$ cat src/rtl/logic_unit_pkg.sv
// Opcode encoding and op enum shared by the logic unit pipeline.
// Optional reduction outputs are enabled with LOGIC_UNIT_REDUCE_EN.
package logic_unit_pkg;

    localparam logic [2:0] OP_AND  = 3'd0;
    localparam logic [2:0] OP_OR   = 3'd1;
    localparam logic [2:0] OP_NOT  = 3'd2;
    localparam logic [2:0] OP_XOR  = 3'd3;
    localparam logic [2:0] OP_NAND = 3'd4;
    localparam logic [2:0] OP_NOR  = 3'd5;
    localparam logic [2:0] OP_XNOR = 3'd6;
    localparam logic [2:0] OP_PASS = 3'd7;

    typedef enum logic [2:0] {
        OpAnd  = OP_AND,
        OpOr   = OP_OR,
        OpNot  = OP_NOT,
        OpXor  = OP_XOR,
        OpNand = OP_NAND,
        OpNor  = OP_NOR,
        OpXnor = OP_XNOR,
        OpPass = OP_PASS
    } opE;

    function automatic opE toOp(input logic [2:0] v);
        return opE'(v);
    endfunction

endpackage

$ cat src/rtl/logic_op_comb.sv
// Combinational WIDTH-bit bitwise op evaluator.
// Used once in the second pipeline stage of logic_unit_pipe.
module logic_op_comb
    import logic_unit_pkg::*;
#(
    parameter int WIDTH = 8
) (
    input  logic [WIDTH-1:0] a,
    input  logic [WIDTH-1:0] b,
    input  logic [2:0]       op,
    output logic [WIDTH-1:0] y
);

    always_comb begin
        y = '0;
        unique case (toOp(op))
            OpAnd:  y = a & b;
            OpOr:   y = a | b;
            OpNot:  y = ~a;
            OpXor:  y = a ^ b;
            OpNand: y = ~(a & b);
            OpNor:  y = ~(a | b);
            OpXnor: y = ~(a ^ b);
            OpPass: y = a;
        endcase
    end

endmodule

$ cat src/rtl/logic_unit_pipe.sv
// Two-stage valid/ready bitwise logic unit with accumulator.
// Define LOGIC_UNIT_REDUCE_EN to add registered reduction outputs.
module logic_unit_pipe
    import logic_unit_pkg::*;
#(
    parameter int WIDTH = 8,
    parameter int OPW   = 3
) (
    input  logic             iClk,
    input  logic             iRst_n,
    input  logic             iValid,
    output logic             oReady,
    input  logic [WIDTH-1:0] iA,
    input  logic [WIDTH-1:0] iB,
    input  logic [OPW-1:0]   iOp,
    input  logic             iAcc,
    input  logic             iLoad,
    output logic             oValid,
    input  logic             iReady,
    output logic [WIDTH-1:0] oResult,
    output logic             oZero,
    output logic [WIDTH-1:0] oAccum
`ifdef LOGIC_UNIT_REDUCE_EN
    ,
    output logic             oRedAnd,
    output logic             oRedOr,
    output logic             oRedXor
`endif
);

    logic             s1Valid;
    logic [WIDTH-1:0] s1A;
    logic [WIDTH-1:0] s1B;
    logic [OPW-1:0]   s1Op;
    logic             s1Acc;
    logic             s1Load;

    logic [WIDTH-1:0] accReg;
    logic [WIDTH-1:0] opB;
    logic [WIDTH-1:0] opRes;
    logic [WIDTH-1:0] res;
    logic             s2Adv;

    assign s2Adv  = !oValid | iReady;
    assign oReady = !s1Valid | s2Adv;
    assign oAccum = accReg;

    // acc is read here on the same edge that writes it, so chained
    // accumulates need no bubble.
    assign opB = s1Acc ? accReg : s1B;
    assign res = s1Load ? s1A : opRes;

    logic_op_comb #(
        .WIDTH(WIDTH)
    ) uOp (
        .a (s1A),
        .b (opB),
        .op(s1Op),
        .y (opRes)
    );

    always_ff @(posedge iClk or negedge iRst_n) begin
        if (!iRst_n) begin
            s1Valid <= 1'b0;
            s1A     <= '0;
            s1B     <= '0;
            s1Op    <= '0;
            s1Acc   <= 1'b0;
            s1Load  <= 1'b0;
        end else if (oReady) begin
            s1Valid <= iValid;
            if (iValid) begin
                s1A    <= iA;
                s1B    <= iB;
                s1Op   <= iOp;
                s1Acc  <= iAcc;
                s1Load <= iLoad;
            end
        end
    end

    always_ff @(posedge iClk or negedge iRst_n) begin
        if (!iRst_n) begin
            oValid  <= 1'b0;
            oResult <= '0;
            oZero   <= 1'b1;
            accReg  <= '0;
        end else if (s2Adv) begin
            oValid <= s1Valid;
            if (s1Valid) begin
                oResult <= res;
                oZero   <= ~|res;
                if (s1Load | s1Acc) begin
                    accReg <= res;
                end
            end
        end
    end

`ifdef LOGIC_UNIT_REDUCE_EN
    always_ff @(posedge iClk or negedge iRst_n) begin
        if (!iRst_n) begin
            oRedAnd <= 1'b0;
            oRedOr  <= 1'b0;
            oRedXor <= 1'b0;
        end else if (s2Adv && s1Valid) begin
            oRedAnd <= &res;
            oRedOr  <= |res;
            oRedXor <= ^res;
        end
    end
`endif

endmodule

$ cat config.mk
export PLATFORM = sky130hd
export DESIGN_NAME = logic_unit_pipe
export DESIGN_NICKNAME = d
export VERILOG_FILES = /design/src/rtl/logic_unit_pkg.sv /design/src/rtl/logic_op_comb.sv /design/src/rtl/logic_unit_pipe.sv
export SDC_FILE = /design/constraint.sdc
export NUM_CORES = 1
export LEC_CHECK = 0
export CAP_MARGIN = 15
export CORE_MARGIN = 2
export CORE_UTILIZATION = 55
export DETAILED_ROUTE_END_ITERATION = 6
export PLACE_DENSITY = 0.8
export SLEW_MARGIN = 0
export SYNTH_ARGS = -nofsm -noshare
export SYNTH_HDL_FRONTEND = slang
export SYNTH_SLANG_ARGS = --single-unit
$ cat constraint.sdc
create_clock -name iClk -period 7 [get_ports iClk]
set_input_delay 1.75 -clock iClk [delete_from_list [all_inputs] [get_ports iClk]]
set_output_delay 1.75 -clock iClk [all_outputs]
set_load 0.02 [all_outputs]
======== Word level (Yosys, flattened, before mapping) ========
Cells that the tools add are included.
word-level totals
  flip-flop bits (word level) ............. 40
  bits of input ports ..................... 25
  output and inout bits ................... 19
  logic and storage cells ................. 38
cells by class
  eq/ne operators ......................... 7
  muxes and demuxes ....................... 3
  bitwise operators ....................... 10
  reductions and logical operators ........ 8
operator list
  kind                  count
  $pmux W8 S8           1
  $not A8 Y8            4
  $mux W8               2
  $eq A3 B3 Y1 const B  4
  $and A8 B8 Y8         1
  $or A8 B8 Y8          1
  $reduce_or A8 Y1      1
  $xor A8 B8 Y8         1
  $eq A3 B2 Y1 const B  2
  $reduce_and A2 Y1     2
  $eq A3 B1 Y1 const B  1
  $logic_not A1 Y1      3
  $logic_not A3 Y1      1
  $or A1 B1 Y1          3
  $reduce_and A3 Y1     1

======== Logic depth before layout (Yosys ltp) ========
  depth in word-level cells ............... 7
  gate-level depth with buffers ........... 10
  mapped depth without buffers ............ 9

======== By module ========
A second synthesis with hierarchy kept.
second synthesis, totals
  cell total of the unflattened synthesis .. 233
  area total of the unflattened synthesis .. 2747.6 sq um
modules (own cells, without submodules)
  module           instances  cells each  area an instance (sq um)
  logic_unit_pipe  1          117         1904.3
  logic_op_comb    1          116         843.3

======== Worst setup path after synthesis ========
OpenSTA, ideal clock, no wires.
  path kind ............................... input port to output port
  start ................................... input iReady
  end ..................................... output oReady
  arrival time ............................ 2.033 ns
  required time ........................... 5.250 ns
  path slack .............................. 3.217 ns
  stages on the path ...................... 1
  buffers on the path ..................... 0
  cells stage by stage .................... nand3b_1
between the ends
  cells in the longest elaborated chain, start to end .. 2
ends and longest elaborated chain
  element             line                   text
  start: declaration  logic_unit_pipe.sv:19  input logic iReady,
  $or A1 B1 Y1        logic_unit_pipe.sv:44  assign s2Adv = !oValid | iReady;
  $or A1 B1 Y1        logic_unit_pipe.sv:45  assign oReady = !s1Valid | s2Adv;
  end: declaration    logic_unit_pipe.sv:12  output logic oReady,
No other way between the ends.

======== Worst setup path after layout ========
Same ends and word-level chain as after synthesis.

==> impl_metrics.tcl <==
set metrics [dict create \
    status "completed" \
    dp_cells 336 \
    drc 0 \
    rr_worst_depth 8 \
    synth_commonest_cells "39 x dfrtp_1, 32 x mux2_2, 29 x nand2_1, 22 x inv_1, 18 x o21ai_0" \
    die-area_sq_um 5211 \
    start_kind "input pin" \
    layout_setup_ws_ns 2.273 \
    min_path_type "flip-flop to flip-flop" \
    share_comb_of_total_power_pct 43.1 \
    multi_input_area_sq_um 1385 \
    viasPerCell 5.721 \
    syn_area_sq_um 2557 \
    hold-worst-slack_ns 0.4921 \
    r2r_setup_slack_ns 4.16 \
    rr_startpoint "s1Acc$_DFFE_PN0P_" \
    setup_viol 0 \
    numCtsBuffers 5 \
    antenna_found_initial 0 \
    ioPinCount 44 \
    whs_endpoint "oResult[7]$_DFFE_PN0P_" \
    diodes 0 \
    drive_gt1_share_pct 15.75 \
    overflow 0 \
    rsz0062_at_grt "false" \
    slew_headroom_pct 25.78 \
    irDropWorstVdd_mv 0.1941 \
    use_met1_pct 33.85 \
    critPathKind "input pin to primary output" \
    via_count 1968 \
    postSynthCellCount 258 \
    die-width_um 72.19 \
    insertion_delay_ns 0.29 \
    fmax_ghz 0.2115 \
    ctsHtreeMaxLevel 2 \
    dp_hpwl_um 3732 \
    p_int_mw 0.6042 \
    swShare_pct 37.20 \
    cts_max_path_buffers 2 \
    cts.clk_slew.worst_paths_ns 0.08 \
    power_frac_seq_pct 37.4 \
    ys_seq_area_share_pct 39.19 \
    ys_async_sr_fraction_pct 100.0 \
    initial_core_util_pct 57.94 \
    drv_slew 0 \
    syn_to_final_growth_pct 20.11 \
    grt_pass1_vias 1891 \
    final_cells 344 \
    worstPathRequired_ns 5.25 \
    dpl-instance-area_sq_um 2960 \
    fillers 346 \
    power_frac_clock_pct 19.5 \
    ys_seq_elements 40 \
    regArea_sq_um 1002 \
    endpoint_kind "primary output" \
    busiest_layer "met2" \
    gr-usage-met3_pct 3.889 \
    synth_area_leaders "dfrtp_1 38%, mux2_2 14%, ha_1 7.8%" \
    avgSynthCellArea_sq_um 9.913 \
    finalHoldViolCount 0 \
    fin_setup_tns_ns 0 \
    synth_top_area_share_pct 38.16 \
    final_nets 332 \
    port_buffers 43 \
    wl_um 5402 \
    ys_warn_count 0 \
    synth_cell_types 45 \
    synth_top_area_cell "dfrtp_1" \
    tightest_slew_ns 1.113 \
    tritoncts "yes" \
    power_switching_mw 0.3580 \
    drt_first_pass_iters 4 \
    stdcell_area_sq_um 3072 \
    synth_edf_count 0 \
    period_share_pct 67.53 \
    die_h_um 72.19 \
    holdCritStartpoint "oResult[7]$_DFFE_PN0P_" \
    core-area_sq_um 4414 \
    met2_usage_pct 34.96 \
    min_period_ns 4.727 \
    fin_skew_ns 0.005795 \
    drt_iter0_markers 128 \
    startpoint "iReady" \
    cts-root-buf "clkbuf_8" \
    pre_cts_slack_ns 2.272 \
    p_leak_nw 1.381 \
    place_congestion 0.8039 \
    r2r_end "oZero$_DFFE_PN1P_" \
    worst-endpoint-arrival_ns 2.98 \
    cap_violations 0 \
    yosysMostFrequentCell "dfrtp_1" \
    cts_resized 0 \
    row_count 24 \
    grt_usage_pct 22.99 \
    syn-num-nets 299 \
    drtAntennaViolNets 0 \
    cts_sinks 40 \
    cts_hold_buf 0 \
    grt_max_degree 41 \
    wl_per_cell_um 15.70 \
    grt_pass1_wl_um 9190 \
    cts_setup_buffers 0 \
    powerDensity_nw_per_um2 313.2 \
    ys.flop_type "dfrtp_1" \
    hold_depth 2 \
    crit_fanout 3 \
]
## cells in the final DEF, fill, tap and decap left out, types with 3 or more instances in the layout
cell and n:
mux2_2 32, nand3b_1 3, a211oi_1 4, nand2b_1 3
ha_1 16, dfrtp_1 39, clkbuf_8 5, a21oi_1 6
o21ai_0 18, inv_1 22, nor2_1 12, nand2_1 29
clkdlybuf4s50_1 42, nor2b_1 7, a22oi_1 3, mux2i_1 15
## routing by layer
metal	vias to the layer above	routed length, um
li1	965	-
met1	960	2723
met2	35	2446
met3	8	159
met4	0	73
met5	-	0
## layout make-up
class	count	area share, %
multi-input combinational	179	45.09
sequential	40	32.63
timing repair buffer	43	13.85
inverter	22	2.688
clock buffer	5	2.240
tap	52	2.118
clock inverter	3	1.385
## stage by stage
step	power (mW)	utilization (%)
3_5_place_dp	0.7723	67.06
4_1_cts	0.9661	69.59
5_1_grt	1.030	69.59
3_3_place_gp	0.7610	67.06
2_1_floorplan	0.6223	-
6_report	0.9622	69.59
## registers in the layout, indices dropped and copies added, names as in the netlist
register and flops:
oAccum 8, oResult 8, oValid 1, oZero 1
s1A 8, s1Acc 1, s1B 8, s1Load 1
s1Op 3, s1Valid 1
## critical path, stage by stage
cell and delay, ns:
clkdlybuf4s50_1 0.46, nand3b_1 0.14, clkdlybuf4s50_1 0.62
## power by group through the flow
stage / clock network [mW] / logic [mW] / registers [mW]
2_1_floorplan: 0 / 0.245 / 0.377
3_3_place_gp: 0 / 0.400 / 0.361
3_5_place_dp: 0 / 0.410 / 0.362
4_1_cts: 0.192 / 0.415 / 0.359
5_1_grt: 0.202 / 0.457 / 0.371
6_report: 0.188 / 0.414 / 0.360
## worst max path at each step
stage / endpoint / cells after the start
3_3_place_gp: oReady / 3
4_1_cts: oReady / 3
2_1_floorplan: oReady / 1
6_report: oReady / 3
3_5_place_dp: oReady / 3
5_1_grt: oReady / 3
## logic make-up after synthesis
logic type,synth area share (%)
AO/OA/AOI/OAI,14.24
XOR/XNOR,0.3425
adder cells (fa/ha/maj),7.828
buffers and inverters,6.653
flip-flops,39.19
multiplexers,19.96
AND/OR/NAND/NOR,11.79
Power figures use the tool's default switching activity.
